==> config.mk <==
export PLATFORM = sky130hd
export DESIGN_NAME = pulse_generator
export DESIGN_NICKNAME = d
export VERILOG_FILES = /design/src/rtl/daq_pkg.sv /design/src/rtl/pulse_generator.sv
export SDC_FILE = /design/constraint.sdc
export NUM_CORES = 1
export LEC_CHECK = 0
export BUFFER_PORTS_ARGS = -buffer_cell sky130_fd_sc_hd__buf_2
export CAP_MARGIN = 25
export CORE_MARGIN = 2
export CORE_UTILIZATION = 54
export DETAILED_ROUTE_END_ITERATION = 6
export GPL_TIMING_DRIVEN = 0
export PLACE_DENSITY_LB_ADDON = 0.12
export SLEW_MARGIN = 20
export SYNTH_ARGS = -nofsm -noshare
export SYNTH_HDL_FRONTEND = slang
export SYNTH_SLANG_ARGS = --single-unit
==> constraint.sdc <==
create_clock -name clk -period 2.45 [get_ports clk]
set_input_delay 0.1225 -clock clk [delete_from_list [all_inputs] [get_ports clk]]
set_output_delay 0.1225 -clock clk [all_outputs]
set_load 0.05 [all_outputs]
==> src/rtl/daq_pkg.sv <==
// daq_pkg: shared types and defaults for the DAQ timing blocks
package daq_pkg;
  typedef enum logic [1:0] {IDLE, DELAY, ACTIVE, HOLDOFF} pgen_state_t;
  localparam int PGEN_CNT_W_DEF = 16;
endpackage

==> src/rtl/pulse_generator.sv <==
// pulse_generator: turns single-cycle triggers into delayed, timed level pulses with holdoff
module pulse_generator
  import daq_pkg::*;
#(
  parameter int CNT_W  = PGEN_CNT_W_DEF,
  parameter int MISS_W = 8
) (
  input  logic              clk,
  input  logic              reset,
  input  logic              enable,
  input  logic              trig_in,
  input  logic [CNT_W-1:0]  delay_cfg,
  input  logic [CNT_W-1:0]  width_cfg,
  input  logic [CNT_W-1:0]  hold_cfg,
  input  logic              retrig_en,
  input  logic              miss_clr,
  output logic              pulse_out,
  output logic              busy,
  output logic [MISS_W-1:0] miss_cnt
);
  pgen_state_t state;
  logic [CNT_W-1:0] cnt, width_q, hold_q;
  logic retrig, miss;
  function automatic logic [CNT_W-1:0] last(input logic [CNT_W-1:0] w);
    return w == '0 ? '0 : w - 1'b1;
  endfunction
  assign retrig = state == ACTIVE && retrig_en && trig_in;
  assign miss   = trig_in && (!enable || (state != IDLE && !retrig));
  // outputs mirror the state of the previous cycle, so the pulse trails acceptance by one edge
  always_ff @(posedge clk or negedge reset)
    if (!reset) begin
      state     <= IDLE;
      cnt       <= '0;
      width_q   <= '0;
      hold_q    <= '0;
      pulse_out <= 1'b0;
      busy      <= 1'b0;
    end else begin
      pulse_out <= enable && state == ACTIVE;
      busy      <= enable && state != IDLE;
      if (!enable) begin
        state <= IDLE;
        cnt   <= '0;
      end else
        case (state)
          IDLE:
            if (trig_in) begin
              width_q <= width_cfg;
              hold_q  <= hold_cfg;
              state   <= delay_cfg == '0 ? ACTIVE : DELAY;
              cnt     <= delay_cfg == '0 ? last(width_cfg) : delay_cfg - 1'b1;
            end
          DELAY:
            if (cnt == '0) begin
              state <= ACTIVE;
              cnt   <= last(width_q);
            end else
              cnt <= cnt - 1'b1;
          ACTIVE:
            if (retrig)
              cnt <= last(width_q);
            else if (cnt == '0) begin
              state <= hold_q == '0 ? IDLE : HOLDOFF;
              cnt   <= last(hold_q);
            end else
              cnt <= cnt - 1'b1;
          HOLDOFF:
            if (cnt == '0)
              state <= IDLE;
            else
              cnt <= cnt - 1'b1;
          default: state <= IDLE;
        endcase
    end
  always_ff @(posedge clk or negedge reset)
    if (!reset)
      miss_cnt <= '0;
    else if (miss_clr)
      miss_cnt <= '0;
    else if (miss && miss_cnt != '1)
      miss_cnt <= miss_cnt + 1'b1;
endmodule

======== Word level (Yosys, flattened, before mapping) ========
Index checks and enable logic that the tools add are counted.
W data, S select, Z words.
operators by class
  reduce and logical (&&, ||, !) cells .... 21
  multiplexer cells ....................... 22
  equal/unequal tests ..................... 10
  add/subtract/negate cells ............... 6
operators with widths
  operator                 count
  $mux W16                 10
  $logic_not A16 Y1        5
  $sub A16 B1 Y16 const B  5
  $pmux W16 S4             1
  $mux W2                  8
  $mux W8                  2
  $ne A3 B3 Y1 const B     5
  $add A8 B1 Y8 const B    1
  $ne A8 B8 Y1 const B     1
  $pmux W2 S4              1
  $logic_and A1 B1 Y1      7
  $reduce_and A5 Y1        1
  $eq A2 B2 Y1 const B     2
  $reduce_bool A2 Y1       2
  $ne A3 B2 Y1 const B     1
  $reduce_and A3 Y1        1
  $eq A2 B1 Y1 const B     1
  $logic_not A1 Y1         2
  $logic_not A2 Y1         1
  $reduce_and A2 Y1        1
  $logic_or A1 B1 Y1       1
word-level totals
  bits in registers ....................... 60
  output and inout port bits .............. 10

======== Longest topological paths before layout ========
  depth in word-level cells ............... 10
  gate-level depth with buffers ........... 10
  depth with buffers taken out ............ 9

======== Worst setup path before layout ========
OpenSTA, ideal clock, no wires.
  path kind ............................... flip-flop to flip-flop
  start ................................... reg cnt[0]
  end ..................................... reg cnt[6]
  clock period less this slack ............ 2.620 ns
  library setup time ...................... 0.122 ns
  arrival ................................. 2.498 ns
  cell stages (with the launch flop) ...... 10
  setup slack ............................. -0.170 ns
  required time ........................... 2.328 ns
  cells stage by stage .................... dfrtp_1 > inv_1 > ha_1 > nor3b_1 > nand2_1 > xnor2_1 > a221oi_2 > a211oi_1 > or4_1 > a32o_1
on the way
  longest elaborated chain between the ends .. 5
  elaborated cells on any way between the ends .. 10
RTL lines
  item                                                         line                   RTL
  start, declared                                              pulse_generator.sv:22  logic [CNT_W-1:0] cnt, width_q, hold_q;
  start signal, assigned                                       pulse_generator.sv:51  cnt <= delay_cfg == '0 ? last(width_cfg) : delay_cfg - 1'b1;
  start signal, assigned                                       pulse_generator.sv:56  cnt <= last(width_q);
  start signal, assigned                                       pulse_generator.sv:58  cnt <= cnt - 1'b1;
  $sub A16 B1 Y16 / $logic_not A16 Y1 (equally long branches)  -
  $mux W16                                                     pulse_generator.sv:62  else if (cnt == '0) begin
  $mux W16                                                     pulse_generator.sv:60  if (retrig)
  $pmux W16 S4                                                 pulse_generator.sv:45  case (state)
  $mux W16                                                     pulse_generator.sv:41  if (!enable) begin
Parallel ways exist; a longest one is shown, timed or not. The select of a mux whose other input is x is not followed.
A chain may end at the register's enable or synchronous reset.

======== Worst setup path in the final report ========
  start ................................... reg cnt[3]
  end ..................................... reg cnt[6]
The elaborated chain is that of the path after synthesis.

==> metrics.md <==
| Metric | Value |
|---|---|
| CTS tree | done |
| DR vias/cell | 6.558 |
| Outcome | complete, but fails checks |
| Root Buffer | clkbuf_8 |
| Nets@finish | 795 |
| # diodes | 0 |
| Avg Synthesized Cell Area | between 8 and 9 um2 |
| Post-synth EDFFs | 0 |
| Port Buf Inserts | between 60 and 70 |
| Clk slew on worst S/H paths | 0.08 ns |
| Initial antenna violation count | 0 |
| Pwr/cell area | ~1200 mW/mm2 |
| Die height | slightly above 100 um |
| Clock Skew | about 0.02 ns |
| Mapped Nets | around 670 |
| First-pass DRT Iterations | 7 |
| Synthesis-to-layout area growth | 30.50% |
| Final Hold Viols | 0 |
| Top cells by count, synth | 60 x dfrtp_1, 59 x nand2_1, 49 x nor2_1, 47 x o21ai_0, 38 x a21oi_1 |
| GRT Residual Overflow | 0 |
| Largest net degree at the start of global routing | 61 |
| Area fraction of the dominant cell type after synthesis | 29.66% |
| Synth Register Bits | 60 |
| Final wirelength | ~17000 um |
| Placed insts | about 780 |
| FMAX | 0.3752 GHz |
| Critical Path End Type | flip-flop |
| Synth cell types | between 70 and 80 |
| Fin crit period | about 2.7 ns |
| Cell taking the most area after synthesis | dfrtp_1 |
| Hold Crit Class | in -> reg |
| Worst Path Arrival | around 2.9 ns |
| Yosys warns | 0 |
| Lkg Pwr | 2.570 nW |
| GRT Overall Usage | about a third |
| CTS HTree Levels | 3 |
| Setup violators final | 14 |
| Largest cells by area after synthesis | dfrtp_1 30%, mux2_2 6.5%, xnor2_1 4.8%, o21ai_0 4.6%, nand2_1 4.4% |
| Starting Density | around 55% |
| Most frequent cell after synthesis | dfrtp_1 |
| Data required, critical path | approximately 2.7 ns |
| Routability cong. | 0.9584 |
| Post-synthesis cell count | 608 |
| Register area share after synthesis | 29.66% |
| Total design power | just over 0.008 W |
| Post-synth top flop | dfrtp_1 |
| Slew HR | between 40% and 50% |
| RSZ-0062 raised after global routing | true |
| Hpwl dp | between 10000 and 15000 um |
| Worst Setup Start Kind | flip-flop |
| Number of global-route vias before repair | around 5000 |
| Failing checks | setup timing |
| Post-Syn Area | 0.005062 mm2 |
| Routed Antenna Nets | 0 |
| Row Count | 35 |
| Core Area | a little over 0.009 mm2 |
| Clock buffer depth | 2 |
| WL/cell | about 20 um |
| Finished Layout Cells | between 800 and 900 |
| # IOs | 64 |
| Util after Layout | between 70 and 80% |
| DRC viols | 0 |
| WS Path Type | reg -> reg |
| Vias | about 5600 |
| Drt first-iter violations | 593 |
| Slew Limit Fails | 0 |
| Fin crit share | 108.8% |
| Share of cells above drive strength 1 | between 30% and 40% |
| Post-layout worst setup margin | -0.2153 ns |
| Crit-path max FO | 6 |
| TritonCTS Buffers | 9 |
| Number of max-cap violations | 0 |
| Clk sink count | 60 |
| Ys async rst share | between 90% and 100% |
| First-pass GRT wire length | 26000 um |
| Die width | ~100 um |
| Area of the die | a little over 0.01 mm2 |
| Worst-Skew Late Latency | approximately 0.36 ns |
| VDD IR max | 0.0006249 V |
| Worst Tran Pin Value | 0.7760 ns |
[routing by layer]
| metal | global-route usage [%] | up-vias | part of all wire (%) |
|---|---|---|---|
| met5 | 0 | - | 0 |
| met4 | 13.28 | 0 | 3.9 |
| met3 | 6.241 | 64 | 9.0 |
| met2 | 52.46 | 279 | 46 |
| met1 | 45.16 | 2658 | 41 |
| li1 | - | 2554 | - |
[critical path: stages (launching register included)]
cell	delay, ns
dfrtp_1	0.50
or4b_4	0.62
nor3b_4	0.25
nand3_4	0.13
a221oi_2	0.30
a211oi_2	0.06
or4_4	0.44
a32o_1	0.26
[cell type report]
type	count	area (um2)
multi-input combinational	506	3764
fill	694	2546
sequential	60	1501
timing repair buffer	114	784.5
tap	111	138.9
buffer	24	135.1
clock buffer	9	123.9
clock inverter	7	98.84
inverter	16	60.06
[metrics by stage]
stage | setup WS [ns] | setup TNS, ns | hold slack [ns] | cell area (um2)
after global placement | -0.4665 | -11.15 | 0.3281 | 5518
after global routing | -0.2818 | -2.141 | 0.002490 | 6606
after detailed placement | -0.4889 | -11.93 | 0.2617 | 5525
final | -0.2153 | -1.292 | 0.009343 | 6606
after floorplan | -0.07129 | -0.07129 | -0.1731 | 5074
after CTS | -0.2239 | -0.9962 | 0.001968 | 6350
[cell usage in the layout, fill, tap and decap left out, types with 5 or more instances in the layout]
cell type	instances
buf_2	62
dfrtp_1	60
nand2_1	56
nor2_1	45
o21ai_0	37
buf_4	32
a21oi_1	31
mux2_2	29
xnor2_1	28
nor3_1	25
xor2_1	19
nand3_1	17
dlygate4sd3_1	14
clkbuf_1	12
buf_6	11
nor4_1	11
inv_1	10
or4_1	10
o31ai_1	10
o211ai_1	9
clkbuf_8	9
nand4_1	8
or3_1	7
a21oi_2	7
a32o_1	6
o21ai_1	6
o31a_1	6
ha_1	6
o22ai_1	5
nor4_4	5
[where the power goes]
| part | switching [W] | total (W) | internal, W |
|---|---|---|---|
| clock | 0.000462 | 0.00104 | 0.000578 |
| combinational | 0.00274 | 0.00490 | 0.00216 |
| sequential | 0.000724 | 0.00213 | 0.00140 |
[flip-flops by register name, indices dropped and copies added (netlist names)]
| name | count |
|---|---|
| hold_q | 16 |
| width_q | 16 |
| busy | 1 |
| state | 2 |
| pulse_out | 1 |
| miss_cnt | 8 |
| cnt | 16 |
[kinds of logic (layout without fill, tap and decap cells)]
group	after synthesis	in the layout	share of synthesized area [%]
multiplexers	33	33	7.242
XOR/XNOR	48	48	8.305
buffers and inverters	42	170	3.436
AO/OA/AOI/OAI	168	168	21.78
AND/OR/NAND/NOR	247	247	27.11
adder cells (fa/ha/maj)	10	10	2.472
flip-flops	60	60	29.66
[final timing paths]
path | end | startpoint | depth (start not counted) | slack [ns]
worst max-delay path | cnt[6] | cnt[3] | 7 | -0.22
worst min-delay path | hold_q[4] | hold_cfg[4] | 2 | 0.009
worst max register to register | cnt[6] | cnt[3] | 7 | -0.22
worst min register to register | width_q[9] | width_q[9] | 1 | 0.55
max in group asynchronous | width_q[3] | reset | 2 | 1.54
min in group asynchronous | hold_q[7] | reset | 2 | 0.38
[what timing repair did]
action / CTS / global route
endpoints found under the hold margin: 73 / 0
pin swaps: 29 / 25
endpoints found under the setup margin: 41 / 37
hold buffers: 14 / 0
setup buffers: 27 / 12
gates resized for setup: 63 / 47
Power figures use the tool's default switching activity.
